[config.mk]
export PLATFORM = sky130hd
export DESIGN_NAME = div_sequencer
export DESIGN_NICKNAME = d
export VERILOG_FILES = /design/src/rtl/div_sequencer.sv
export SDC_FILE = /design/constraint.sdc
export NUM_CORES = 1
export LEC_CHECK = 0
export ABC_AREA = 1
export CAP_MARGIN = 20
export CORE_AREA = 2 2 287 289
export CTS_BUF_LIST = sky130_fd_sc_hd__clkbuf_4
export DETAILED_ROUTE_END_ITERATION = 8
export DIE_AREA = 0 0 289 291
export GPL_TIMING_DRIVEN = 0
export PLACE_DENSITY_LB_ADDON = 0.12
export SLEW_MARGIN = 10
export SYNTH_ARGS = -nofsm -noshare
export SYNTH_HDL_FRONTEND = slang
export SYNTH_SLANG_ARGS = --single-unit
[constraint.sdc]
create_clock -name clk -period 3.3 [get_ports clk]
set_input_delay 0.825 -clock clk [delete_from_list [all_inputs] [get_ports clk]]
set_output_delay 0.825 -clock clk [all_outputs]
set_load 0.03 [all_outputs]
[src/rtl/div_sequencer.sv]
// Multi-cycle restoring divider (SDIV/UDIV): one quotient bit per cycle through a
// DATA_WIDTH+1 subtractor. Optional early-out when |divisor| > |dividend|: DIV_EARLY_OUT_EN.
module div_sequencer #(
  parameter int unsigned DATA_WIDTH = 64,
  parameter int unsigned CNT_WIDTH  = $clog2(DATA_WIDTH) + 1
) (
  input  logic                  clk,
  input  logic                  rst_n,
  input  logic                  start,
  input  logic                  is_signed,
  input  logic [DATA_WIDTH-1:0] dividend,
  input  logic [DATA_WIDTH-1:0] divisor,
  output logic                  busy,
  output logic                  done,
  output logic [DATA_WIDTH-1:0] quotient,
  output logic [DATA_WIDTH-1:0] remainder,
  output logic                  div_by_zero
);

  typedef enum logic [1:0] {StIdle, StCalc, StFix, StDone} state_e;

  state_e                state_q, state_d;
  logic [CNT_WIDTH-1:0]  cnt_q, cnt_d;
  // The partial remainder is always below the divisor, so DATA_WIDTH bits hold it;
  // only the shifted value fed to the subtractor needs the extra bit.
  logic [DATA_WIDTH-1:0] rem_q, rem_d;
  // Dividend magnitude shifts out of the top while quotient bits shift in at the bottom.
  logic [DATA_WIDTH-1:0] dvd_q, dvd_d;
  logic [DATA_WIDTH-1:0] dvs_q, dvs_d;
  logic                  q_neg_q, q_neg_d;
  logic                  r_neg_q, r_neg_d;
  logic                  dbz_q, dbz_d;
  logic [DATA_WIDTH-1:0] quo_out_q, quo_out_d;
  logic [DATA_WIDTH-1:0] rem_out_q, rem_out_d;

  // Operand magnitudes
  logic                  dvd_neg, dvs_neg;
  logic [DATA_WIDTH-1:0] dvd_mag, dvs_mag;

  assign dvd_neg = is_signed & dividend[DATA_WIDTH-1];
  assign dvs_neg = is_signed & divisor[DATA_WIDTH-1];
  assign dvd_mag = dvd_neg ? -dividend : dividend;
  assign dvs_mag = dvs_neg ? -divisor : divisor;

  // Subtract-mode adder: carry_out == 1 means no borrow
  logic [DATA_WIDTH:0] add_a, add_b, add_sum;
  logic                add_cout;
  logic                unused_sum_msb;

  assign add_a = {rem_q, dvd_q[DATA_WIDTH-1]};
  assign add_b = {1'b0, dvs_q};
  assign {add_cout, add_sum} = {1'b0, add_a} + {1'b0, ~add_b} + (DATA_WIDTH + 2)'(1);
  assign unused_sum_msb = add_sum[DATA_WIDTH];

  always_comb begin
    state_d   = state_q;
    cnt_d     = cnt_q;
    rem_d     = rem_q;
    dvd_d     = dvd_q;
    dvs_d     = dvs_q;
    q_neg_d   = q_neg_q;
    r_neg_d   = r_neg_q;
    dbz_d     = dbz_q;
    quo_out_d = quo_out_q;
    rem_out_d = rem_out_q;

    unique case (state_q)
      StIdle: begin
        if (start) begin
          dvd_d   = dvd_mag;
          dvs_d   = dvs_mag;
          q_neg_d = dvd_neg ^ dvs_neg;
          r_neg_d = dvd_neg;
          rem_d   = '0;
          cnt_d   = CNT_WIDTH'(DATA_WIDTH);
          dbz_d   = 1'b0;
          if (divisor == '0) begin
            dbz_d     = 1'b1;
            quo_out_d = '0;
            rem_out_d = dividend;
            state_d   = StDone;
          end else begin
            state_d = StCalc;
          end
        end
      end

      StCalc: begin
        if (add_cout) begin
          rem_d = add_sum[DATA_WIDTH-1:0];
          dvd_d = {dvd_q[DATA_WIDTH-2:0], 1'b1};
        end else begin
          rem_d = add_a[DATA_WIDTH-1:0];
          dvd_d = {dvd_q[DATA_WIDTH-2:0], 1'b0};
        end
        cnt_d = cnt_q - CNT_WIDTH'(1);
        if (cnt_q == CNT_WIDTH'(1)) begin
          state_d = StFix;
        end
`ifdef DIV_EARLY_OUT_EN
        // First step still sees the untouched magnitudes; a larger divisor means q = 0.
        if (cnt_q == CNT_WIDTH'(DATA_WIDTH) && dvs_q > dvd_q) begin
          rem_d   = dvd_q;
          dvd_d   = '0;
          cnt_d   = '0;
          state_d = StFix;
        end
`endif
      end

      StFix: begin
        quo_out_d = q_neg_q ? -dvd_q : dvd_q;
        rem_out_d = r_neg_q ? -rem_q : rem_q;
        state_d   = StDone;
      end

      StDone: begin
        state_d = StIdle;
      end

      default: begin
        state_d = StIdle;
      end
    endcase
  end

  always_ff @(posedge clk or negedge rst_n) begin
    if (!rst_n) begin
      state_q   <= StIdle;
      cnt_q     <= '0;
      rem_q     <= '0;
      dvd_q     <= '0;
      dvs_q     <= '0;
      q_neg_q   <= 1'b0;
      r_neg_q   <= 1'b0;
      dbz_q     <= 1'b0;
      quo_out_q <= '0;
      rem_out_q <= '0;
    end else begin
      state_q   <= state_d;
      cnt_q     <= cnt_d;
      rem_q     <= rem_d;
      dvd_q     <= dvd_d;
      dvs_q     <= dvs_d;
      q_neg_q   <= q_neg_d;
      r_neg_q   <= r_neg_d;
      dbz_q     <= dbz_d;
      quo_out_q <= quo_out_d;
      rem_out_q <= rem_out_d;
    end
  end

  assign busy        = (state_q == StCalc) || (state_q == StFix);
  assign done        = (state_q == StDone);
  assign quotient    = quo_out_q;
  assign remainder   = rem_out_q;
  assign div_by_zero = dbz_q;

endmodule

==> results of run 1 <==
-- critical path: stages, from the launching register on --
cell	delay [ns]
dfrtp_1	0.40
inv_1	0.08
ha_1	0.29
nand2_1	0.39
o21ai_0	0.35
inv_1	0.36
buf_2	0.52
clkbuf_4	0.45
a21oi_1	0.10
nand2_1	0.11
nand2_1	0.05
-- flip-flops by register name, indices dropped and copies added (netlist names) --
register and flops:
remainder 64, dvs_q 64, r_neg_q 1, div_by_zero 1
q_neg_q 1, dvd_q 64, rem_q 64, cnt_q 7
quotient 64, state_q 2
-- per-layer routing --
layer  wire [um]  global-route usage (%)  up-vias
met5           0                       0        -
li1            -                       -    16100
met4        9680                    19.9        0
met2       65900                    56.8     1015
met1       54400                    37.8    14800
met3        6400                    3.12      335
-- power by group --
part | switching, mW | internal (mW)
Combinational | 14.9 | 6.52
Clock | 2.00 | 1.91
Sequential | 1.45 | 5.77
Total | 18.3 | 14.2
-- cell families (layout without fill, tap and decap cells) --
group           count (synthesis)  count (layout)  synth area share (%)
simple gates                 2784            2784                  40.3
buf+inv                       830            1264                  11.3
compound gates                615             615                  11.3
flops                         332             332                  28.8
xor+xnor                      166             166                  5.03
fa+ha+maj                      75              75                  3.27
other cells                     0               4                     0
-- worst paths after layout --
check / startpoint / to / slack [ns] / cells past startpoint
setup / recovery: state_q[0] / dvd_q[62] / 0.11 / 10
max in group asynchronous: rst_n / dvs_q[59] / 1.00 / 6
hold reg to reg: cnt_q[5] / cnt_q[5] / 0.47 / 1
min in group clk: cnt_q[5] / cnt_q[5] / 0.47 / 1
setup reg to reg: state_q[0] / dvd_q[62] / 0.11 / 10
hold / removal: rst_n / quotient[1] / 0.39 / 2
-- cells in the final DEF (no fill, tap or decap), drive strengths merged, types with 3 or more instances in the layout --
cell | Yosys | final
xor2 | 124 | 124
and2 | 7 | 7
a31oi | 21 | 21
dfrtp | 332 | 332
nor2 | 555 | 555
o21bai | 8 | 8
o211ai | 28 | 28
a21oi | 166 | 166
nor3 | 49 | 49
and3 | 4 | 4
o221ai | 3 | 3
nand2 | 1626 | 1626
clkbuf | 87 | 224
inv | 681 | 681
buf | 61 | 68
nand4 | 89 | 89
o31ai | 8 | 8
o22ai | 9 | 9
xnor2 | 42 | 42
ha | 74 | 74
nor4 | 10 | 10
or2 | 13 | 13
diode | 0 | 4
nand3b | 24 | 24
nand3 | 405 | 405
clkinv | 1 | 27
o21ai | 366 | 366
clkdlybuf4s50 | 0 | 260
-- what timing repair did --
| action | in CTS | in global routing |
|---|---|---|
| pin swaps | 0 | 1 |
| hold buffers | 1 | 0 |
| setup endpoints to repair | 24 | 13 |
| buffers inserted | 1 | 1 |
| cloned | 0 | 0 |
| endpoints found under the hold margin | 57 | 0 |
| gates resized for setup | 4 | 10 |
-- area by class of cell --
| type | instances | area [um^2] |
|---|---|---|
| diodes | 4 | 10.0 |
| plain buffers | 148 | 722 |
| clock buffers | 137 | 1030 |
| clock inverters | 28 | 149 |
| fillers | 9286 | 47000 |
| inverters | 682 | 2560 |
| multi-input cells | 3640 | 17300 |
| flip-flops and latches | 332 | 8310 |
| well taps | 1070 | 1340 |
| repair buffers | 269 | 2770 |
==> summary.md, run 1 <==
| Metric | Value |
|---|---|
| Worst skew pair latency | 0.93 ns |
| Final HPWL DP | 116000 um |
| Num CTS Buffers | 101 |
| # DRC | 0 |
| DRT Pass-1 Iters | 5 |
| Startpoint Class | register |
| Power, Total | 32.5 mW |
| Final Wtd Congestion | 0.994 |
| Vias | 32200 |
| Fin nets | 5381 |
| DR iter-0 viols | 2201 |
| Root Buffer | clkbuf_4 |
| Setup WS pre-CTS | -0.873 ns |
| Top cell type's share of synthesized area | 28.8% |
| Worst min path class | in2async |
| Initial antenna violation count | 3 |
| Top cells by area, synth | dfrtp_1 29%, nand2_1 21%, inv_1 8.6% |
| Largest net degree at the start of global routing | 76 |
| Layout Cells excl Fill | 6310 |
| Post-route ant nets | 0 |
| Rows | 105 |
| Min Hold Slack | 0.388 ns |
| Setup crit end kind | register |
| Yosys top cell by area | dfrtp_1 |
| Die Y | 291 um |
| Crit path max fanout | 10 |
| Worst Skew | 0.0908 ns |
| Post-Syn Area | 28900 um^2 |
| Vias in the first global route | 32300 |
| Clock transition at the registers of the reported paths | 0.07 ns |
| Status | complete, no violations |
| Tcrit/Tclk final | 96.6% |
| Slew Limit Headroom | 29.7% |
| GRT overflow | 0 |
| Post-synthesis async set-or-reset flop share | 100% |
| FF+latch count, synth | 332 |
| Total clock sinks | 332 |
| Setup TNS | 0 ns |
| Placed Area | 33000 um^2 |
| Setup ws final | 0.113 ns |
| Yosys cell types | 49 |
| Core ar. | 81200 um^2 |
| DIE WIDTH | 289 um |
| Total GRT Usage | 32.4% |
| Fin. Hold Viols | 0 |
| I/O Buffers | 262 |
| Top-count cell post-synth | nand2_1 |
| Global-route wire length before repair | 201000 um |
| Max Cap Violations | 0 |
| Post-synth EDFFs | 0 |
| CTS tree | built |
| WP data arrival | 4.01 ns |
| Final min period | 3.19 ns |
| Fin area | 34200 um^2 |
| Vias per cell | 5.10 |
| Critical path class | reg2reg |
| Clock Path Buffers | 3 |
| Post-synth top cells | 1613 x nand2_1, 663 x inv_1, 526 x nor2_1 |
| Leak | 17.4 nW |
| Synthesis-to-finish area growth | 18.4% |
| Die Area | 84100 um^2 |
| Post-layout util | 42.1% |
| Primary FF master, synth | dfrtp_1 |
| Ratio of cells with drive above 1 in the final layout | 5.73% |
| Syn Nets | 5009 |
| Yosys warnings | 0 |
| Io pins | 263 |
| H-Tree Depth | 3 |
| Cells after DPL | 6138 |
| Critical Path RT | 4.13 ns |
| Starting density of the core | 35.6% |
| Final setup vio count | 0 |
| Syn Area/Cell | 6.02 um^2 |
| Slew @ Worst Pin | 1.05 ns |
| Power density over the cells | 951 nW/um^2 |
| WL/cell | 21.6 um |
| Fin. max-slew vios | 0 |
| Drt total wl | 136000 um |
| Peak Freq | 0.314 GHz |
| Cells after synthesis | 4802 |
| Worst IR drop on VDD | 0.346 mV |
| Sequential fraction of the synthesis area | 28.8% |
| RSZ-0062 raised after global routing | no |
(Power assumes the default switching activity.)
==> run 2: changes to the inputs <==
--- a/config.mk
+++ b/config.mk
@@ -7,10 +7,13 @@
 export LEC_CHECK = 0
 export ABC_AREA = 1
 export CAP_MARGIN = 20
+export CELL_PAD_IN_SITES_DETAIL_PLACEMENT = 0
+export CELL_PAD_IN_SITES_GLOBAL_PLACEMENT = 1
 export CORE_AREA = 2 2 287 289
 export CTS_BUF_LIST = sky130_fd_sc_hd__clkbuf_4
 export DETAILED_ROUTE_END_ITERATION = 8
 export DIE_AREA = 0 0 289 291
+export GPL_ROUTABILITY_DRIVEN = 0
 export GPL_TIMING_DRIVEN = 0
 export PLACE_DENSITY_LB_ADDON = 0.12
 export SLEW_MARGIN = 10
==> run 2 against run 1 <==
  * Die area unchanged
  * Setup slack better by 0.048 ns
  * Combinational power about the same
  * Global-route usage shrank 0.61 points
  * Sequential power hardly changed
  * Cell count about the same
  * Highest routed layer is now met5
  * Sequential share of layout area decreased by 0.060 points
  * Final area up 0.25%
  * Largest cell class unchanged
  * Total power increased by 0.21%
  * First-iteration DRC count fell by 7.5%
==> summary.md, run 2 (same netlist as run 1, synthesis figures left out) <==
| Metric | Value |
|---|---|
| Status | complete, no violations (unchanged) |
| Root Buffer | clkbuf_4 (unchanged) |
| Crit path max fanout | 10 (unchanged) |
| Fin. max-slew vios | 0 (unchanged) |
| Layout Cells excl Fill | 6316 (was 6310) |
| Final min period | 3.14 ns (was 3.19 ns) |
| Worst IR drop on VDD | 0.389 mV (was 0.346 mV) |
| DIE WIDTH | 289 um (unchanged) |
| Worst min path class | in2async (unchanged) |
| Reg-to-reg startpoint | state_q[0] (unchanged) |
| Vias | 32300 (was 32200) |
| Total clock sinks | 332 (unchanged) |
| Critical path class | reg2reg (unchanged) |
| Final HPWL DP | 114000 um (was 116000 um) |
| Reg power frac | 22.2% (about the same) |
| Slew Limit Headroom | 23.0% (was 29.7%) |
| H-Tree Depth | 3 (unchanged) |
| Most frequent cells in the layout | 1609 x nand2_1, 662 x inv_1, 525 x nor2_1, 397 x nand3_1, 332 x dfrtp_1 (was 1611 x nand2_1, 662 x inv_1, 525 x nor2_1, 398 x nand3_1, 332 x dfrtp_1) |
| Switching share of power | 56.0% (was 56.4%) |
| Max Cap Violations | 0 (unchanged) |
| Fin. Hold Viols | 0 (unchanged) |
| Combinational Power Share | 65.4% (was 65.8%) |
| Peak Freq | 0.319 GHz (was 0.314 GHz) |
| GRT overflow | 0 (unchanged) |
| Num CTS Buffers | 98 (was 101) |
| Vias in the first global route | 32300 (about the same) |
| Min Hold Slack | 0.360 ns (was 0.388 ns) |
| Initial antenna violation count | 4 (was 3) |
| Cells after DPL | 6138 (unchanged) |
| Critical Path RT | 4.11 ns (was 4.13 ns) |
| Clock transition at the registers of the reported paths | 0.07 ns (about the same) |
| Post-route ant nets | 0 (unchanged) |
| Tcrit/Tclk final | 95.1% (was 96.6%) |
| CTS tree | built (unchanged) |
| Setup TNS | 0 ns (unchanged) |
| Fin nets | 5379 (was 5381) |
| Critical R2R Capture | dvd_q[62] (unchanged) |
| Core ar. | 81200 um^2 (unchanged) |
| Drt total wl | 134000 um (was 136000 um) |
| Startpoint Class | register (unchanged) |
| # DRC | 0 (unchanged) |
| Worst Skew | 0.146 ns (was 0.0908 ns) |
| Fin area | 34300 um^2 (was 34200 um^2) |
| DRT Pass-1 Iters | 8 (was 5) |
| WP data arrival | 3.95 ns (was 4.01 ns) |
| RSZ-0062 raised after global routing | yes (was no) |
| Clock Path Buffers | 3 (unchanged) |
| Die Y | 291 um (unchanged) |
| Final setup vio count | 0 (unchanged) |
| Die Area | 84100 um^2 (unchanged) |
| WL/cell | 21.3 um (was 21.6 um) |
| Internal Power | 14.4 mW (was 14.2 mW) |
| Placed Area | 33000 um^2 (unchanged) |
| Ratio of cells with drive above 1 in the final layout | 5.90% (was 5.73%) |
| Slew @ Worst Pin | 1.15 ns (was 1.05 ns) |
| Synthesis-to-finish area growth | 18.7% (was 18.4%) |
| Leak | 17.5 nW (was 17.4 nW) |
| Global-route wire length before repair | 199000 um (was 201000 um) |
| Vias per cell | 5.11 (was 5.10) |
| DR iter-0 viols | 2035 (was 2201) |
| Io pins | 263 (unchanged) |
| Largest net degree at the start of global routing | 74 (was 76) |
| Setup crit end kind | register (unchanged) |
| Commonest non-fill, non-tap cell in the layout | nand2_1 (unchanged) |
| Layout filler cell count | 9201 (was 9286) |
| Worst skew pair latency | 0.98 ns (was 0.93 ns) |
| Rows | 105 (unchanged) |
| NetSw | 18.2 mW (was 18.3 mW) |
| Flop2flop setup slack | 0.16 ns (was 0.11 ns) |
| Power density over the cells | 951 nW/um^2 (about the same) |
| I/O Buffers | 262 (unchanged) |
| Starting density of the core | 35.6% (unchanged) |
| R2R depth | 10 (unchanged) |
| Clock group share of total power | 12.4% (was 12.0%) |
| Total GRT Usage | 31.8% (was 32.4%) |
[run 2: changes by cell type in the layout (fill, tap and decap cells not counted), moves of 2 or more]
cell / change
clkinv_4: -2
clkbuf_4: +6
inv_6: +2
clkinv_2: -4
xnor2_2: +2
xnor2_1: -2
diode_2: +2
nand2_1: -2
nand2_2: +2
[run 2: metal layers]
layer	part of all wire, %	vias to the layer above	GRT usage [%]	wire length, um
met1	41	14800	37.4	54700
li1	-	16000	-	-
met2	48	1030	55.7	64800
met3	4.4	343	3.45	5960
met4	6.6	2	17.9	8830
met5	0.0089	-	0	12
[run 2: final cells by class]
type	instances	area (um^2)	area share, %
diodes	6	15.0	0.0438
clock buffers	143	1070	3.13
clock inverters	25	155	0.452
plain buffers	148	722	2.11
flip-flops and latches	332	8310	24.2
well taps	1070	1340	3.90
inverters	682	2560	7.48
multi-input cells	3640	17400	50.6
repair buffers	270	2770	8.07
[run 2: worst max path at each step]
stage / cells past startpoint / end / from
after floorplan: 12 / remainder[9] / divisor[0]
after global placement: 1 / dvs_q[49] / rst_n
after detailed placement: 8 / dvs_q[56] / divisor[63]
after CTS: 17 / rem_q[50] / dvd_q[63]
after global routing: 17 / rem_q[50] / dvd_q[63]
final: 10 / dvd_q[62] / state_q[0]
[run 2: per-stage QoR]
step | setup WS [ns] | total power, mW | utilization [%]
6_report | 0.162 | 32.6 | 42.2
3_3_place_gp | -13.83 | 28.1 | 40.5
3_5_place_dp | -0.823 | 28.2 | 40.6
4_1_cts | 0.00495 | 32.5 | 42.2
5_1_grt | -0.00842 | 35.1 | 42.2
2_1_floorplan | 0.915 | 20.2 | -
[run 2: power groups by stage]
stage / registers [mW] / clock network [mW] / logic [mW]
after detailed placement: 7.25 / 0 / 21.0
after CTS: 7.19 / 4.17 / 21.1
after global routing: 7.40 / 4.37 / 23.4
after floorplan: 8.14 / 0 / 12.1
after global placement: 7.25 / 0 / 20.9
final: 7.23 / 4.05 / 21.3
[run 2: what timing repair did]
| item | 4_1_cts | 5_1_grt |
|---|---|---|
| endpoints found under the setup margin | 25 | 15 |
| pin swaps | 1 | 0 |
| gates resized for setup | 7 | 11 |
| buffers inserted | 2 | 1 |
| hold buffers | 1 | 0 |
| endpoints found under the hold margin | 63 | 0 |
[run 2: critical path: stages (launching register included)]
cell and delay, ns:
dfrtp_1 0.41, inv_1 0.08, ha_1 0.28, nand2_1 0.40, o21ai_0 0.32, inv_1 0.34
buf_2 0.44, clkbuf_4 0.41, a21oi_1 0.10, nand2_1 0.12, nand2_1 0.05
==> run 3: changes to the inputs <==
--- a/config.mk
+++ b/config.mk
@@ -15,7 +15,7 @@
 export DIE_AREA = 0 0 289 291
 export GPL_ROUTABILITY_DRIVEN = 0
 export GPL_TIMING_DRIVEN = 0
-export PLACE_DENSITY_LB_ADDON = 0.12
+export PLACE_DENSITY_LB_ADDON = 0.25
 export SLEW_MARGIN = 10
 export SYNTH_ARGS = -nofsm -noshare
 export SYNTH_HDL_FRONTEND = slang
==> run 3 against run 2 <==
  * Sequential power about the same
  * Sequential share of layout area hardly changed
  * Flip-flop and latch count did not move
  * Hold slack better by 0.095 ns
  * Global-route usage down 0.96 points
  * Register-to-register slack about the same
  * Combinational power hardly changed
  * Utilization down 0.060 points
  * Clock power is essentially flat
  * Largest power group unchanged
==> summary.md, run 3 (same netlist as run 1, synthesis figures left out) <==
| Metric | Value |
|---|---|
| Slew Limit Headroom | 36.3% (was 23.0%) |
| Commonest non-fill, non-tap cell in the layout | nand2_1 (unchanged) |
| Post-layout util | 42.2% (about the same) |
| Initial antenna violation count | 3 (was 4) |
| Final min period | 3.15 ns (was 3.14 ns) |
| Power density over the cells | 949 nW/um^2 (was 951 nW/um^2) |
| Final setup vio count | 0 (unchanged) |
| Reg power frac | 22.2% (about the same) |
| Max Cap Violations | 0 (unchanged) |
| Worst Skew | 0.0823 ns (was 0.146 ns) |
| Tcrit/Tclk final | 95.5% (was 95.1%) |
| Synthesis-to-finish area growth | 18.5% (was 18.7%) |
| Num CTS Buffers | 95 (was 98) |
| Flop2flop setup slack | 0.15 ns (was 0.16 ns) |
| Io pins | 263 (unchanged) |
| Global-route wire length before repair | 193000 um (was 199000 um) |
| Total GRT Usage | 30.8% (was 31.8%) |
| R2R depth | 17 (was 10) |
| Switching share of power | 55.6% (was 56.0%) |
| Startpoint Class | register (unchanged) |
| Slew @ Worst Pin | 0.956 ns (was 1.15 ns) |
| Largest net degree at the start of global routing | 102 (was 74) |
| Setup crit end kind | register (unchanged) |
| Status | complete, no violations (unchanged) |
| Total clock sinks | 332 (unchanged) |
| Ratio of cells with drive above 1 in the final layout | 5.78% (was 5.90%) |
| # DRC | 0 (unchanged) |
| WL/cell | 20.8 um (was 21.3 um) |
| Min Hold Slack | 0.454 ns (was 0.360 ns) |
| Combinational Power Share | 65.4% (about the same) |
| Root Buffer | clkbuf_4 (unchanged) |
| Peak Freq | 0.317 GHz (was 0.319 GHz) |
| Fin. Hold Viols | 0 (unchanged) |
| RSZ-0062 raised after global routing | no (was yes) |
| Rows | 105 (unchanged) |
| NetSw | 18.1 mW (was 18.2 mW) |
| Internal Power | 14.4 mW (about the same) |
| Clock transition at the registers of the reported paths | 0.06 ns (was 0.07 ns) |
| Reg-to-reg startpoint | dvd_q[63] (was state_q[0]) |
| Fin nets | 5374 (was 5379) |
| Leak | 17.4 nW (was 17.5 nW) |
| Final HPWL DP | 111000 um (was 114000 um) |
| Area of the multi-input gates | 17300 um^2 (was 17400 um^2) |
| H-Tree Depth | 3 (unchanged) |
| Core ar. | 81200 um^2 (unchanged) |
| Worst IR drop on VDD | 0.319 mV (was 0.389 mV) |
| Vias per cell | 5.13 (was 5.11) |
| Critical Path RT | 4.05 ns (was 4.11 ns) |
| GRT overflow | 0 (unchanged) |
| DIE WIDTH | 289 um (unchanged) |
| Crit path max fanout | 4 (was 10) |
| Starting density of the core | 35.6% (unchanged) |
| Worst skew pair latency | 0.92 ns (was 0.98 ns) |
| Die Area | 84100 um^2 (unchanged) |
| DR iter-0 viols | 2219 (was 2035) |
| Clock group share of total power | 12.4% (about the same) |
| WP data arrival | 3.90 ns (was 3.95 ns) |
| Reg area | 8310 um^2 (unchanged) |
| Power, Total | 32.5 mW (was 32.6 mW) |
| I/O Buffers | 262 (unchanged) |
| Layout filler cell count | 9186 (was 9201) |
| Worst min path class | in2async (unchanged) |
| Most frequent cells in the layout | 1612 x nand2_1, 662 x inv_1, 526 x nor2_1, 398 x nand3_1, 332 x dfrtp_1 (was 1609 x nand2_1, 662 x inv_1, 525 x nor2_1, 397 x nand3_1, 332 x dfrtp_1) |
| Critical R2R Capture | rem_q[28] (was dvd_q[62]) |
| Drt total wl | 131000 um (was 134000 um) |
| DRT Pass-1 Iters | 6 (was 8) |
| Clock Path Buffers | 3 (unchanged) |
| CTS tree | built (unchanged) |
| Die Y | 291 um (unchanged) |
| Vias in the first global route | 31800 (was 32300) |
| Critical path class | reg2reg (unchanged) |
| Vias | 32400 (was 32300) |
| Post-route ant nets | 0 (unchanged) |
| Fin. max-slew vios | 0 (unchanged) |
## run 3: cell count changes in the layout (fill, tap and decap cells not counted), sizes merged, moves of 2 or more
cell,before,now
clkinv,21,23
inv,684,682
diode,6,3
buf,69,66
## run 3: worst max-delay path by stage
stage	to	cells past startpoint	slack [ns]	start
after floorplan	remainder[9]	12	0.92	divisor[0]
after global placement	dvs_q[46]	1	-13.61	rst_n
final	rem_q[28]	17	0.15	dvd_q[63]
after global routing	rem_q[28]	17	0.0008	dvd_q[63]
after CTS	rem_q[50]	17	0.01	dvd_q[63]
after detailed placement	dvs_q[17]	8	-0.80	divisor[63]
## run 3: metal layers
layer	track usage [%]	wire, um
met3	3.69	7000
met5	0	0
met2	53.1	62000
met1	35.7	52200
met4	20.6	10100
## run 3: timing repair
item,CTS,global route
setup buffers,0,1
gates resized for setup,2,10
setup endpoints to repair,19,22
pin swaps,0,1
hold buffers,1,0
endpoints found under the hold margin,67,0
## run 3: power by group through the flow
| stage | sequential (mW) | combinational (mW) | clock, mW |
|---|---|---|---|
| after floorplan | 8.14 | 12.1 | 0 |
| after global placement | 7.23 | 20.7 | 0 |
| after detailed placement | 7.25 | 20.8 | 0 |
| after CTS | 7.19 | 20.9 | 4.13 |
| after global routing | 7.39 | 23.2 | 4.35 |
| final | 7.23 | 21.3 | 4.04 |
## run 3: cell type report
cell class	count	share of cell area [%]
Multi-Input combinational cell	3640	50.6
Sequential cell	332	24.3
Timing Repair Buffer	268	8.03
Inverter	682	7.49
Tap cell	1070	3.91
Clock buffer	141	3.09
Buffer	148	2.10
Clock inverter	27	0.504
Antenna cell	3	0.0219
## run 3: worst max-delay path, cell delays in order (launching register included)
cell,delay [ns]
dfrtp_1,0.41
clkinvlp_4,0.09
buf_12,0.14
ha_1,0.15
inv_1,0.09
fa_1,0.41
nand3_1,0.18
nand3_2,0.17
nand2_1,0.09
nand2_1,0.17
nand2_1,0.10
nand2_1,0.18
nand2_1,0.12
nand2_1,0.11
xnor2_1,0.35
nand2_1,0.09
nand3_1,0.08
nand2_1,0.05
## run 3: through the flow
step / cell area, um^2 / setup WS [ns] / std cells / setup TNS, ns
4_1_cts: 34200 / 0.00962 / 6306 / 0
5_1_grt: 34200 / 0.000828 / 6311 / 0
3_3_place_gp: 32900 / -13.61 / 6134 / -4576.08
3_5_place_dp: 32900 / -0.796 / 6137 / -76.92
2_1_floorplan: 28900 / 0.915 / 4802 / 0
6_report: 34200 / 0.150 / 6311 / 0
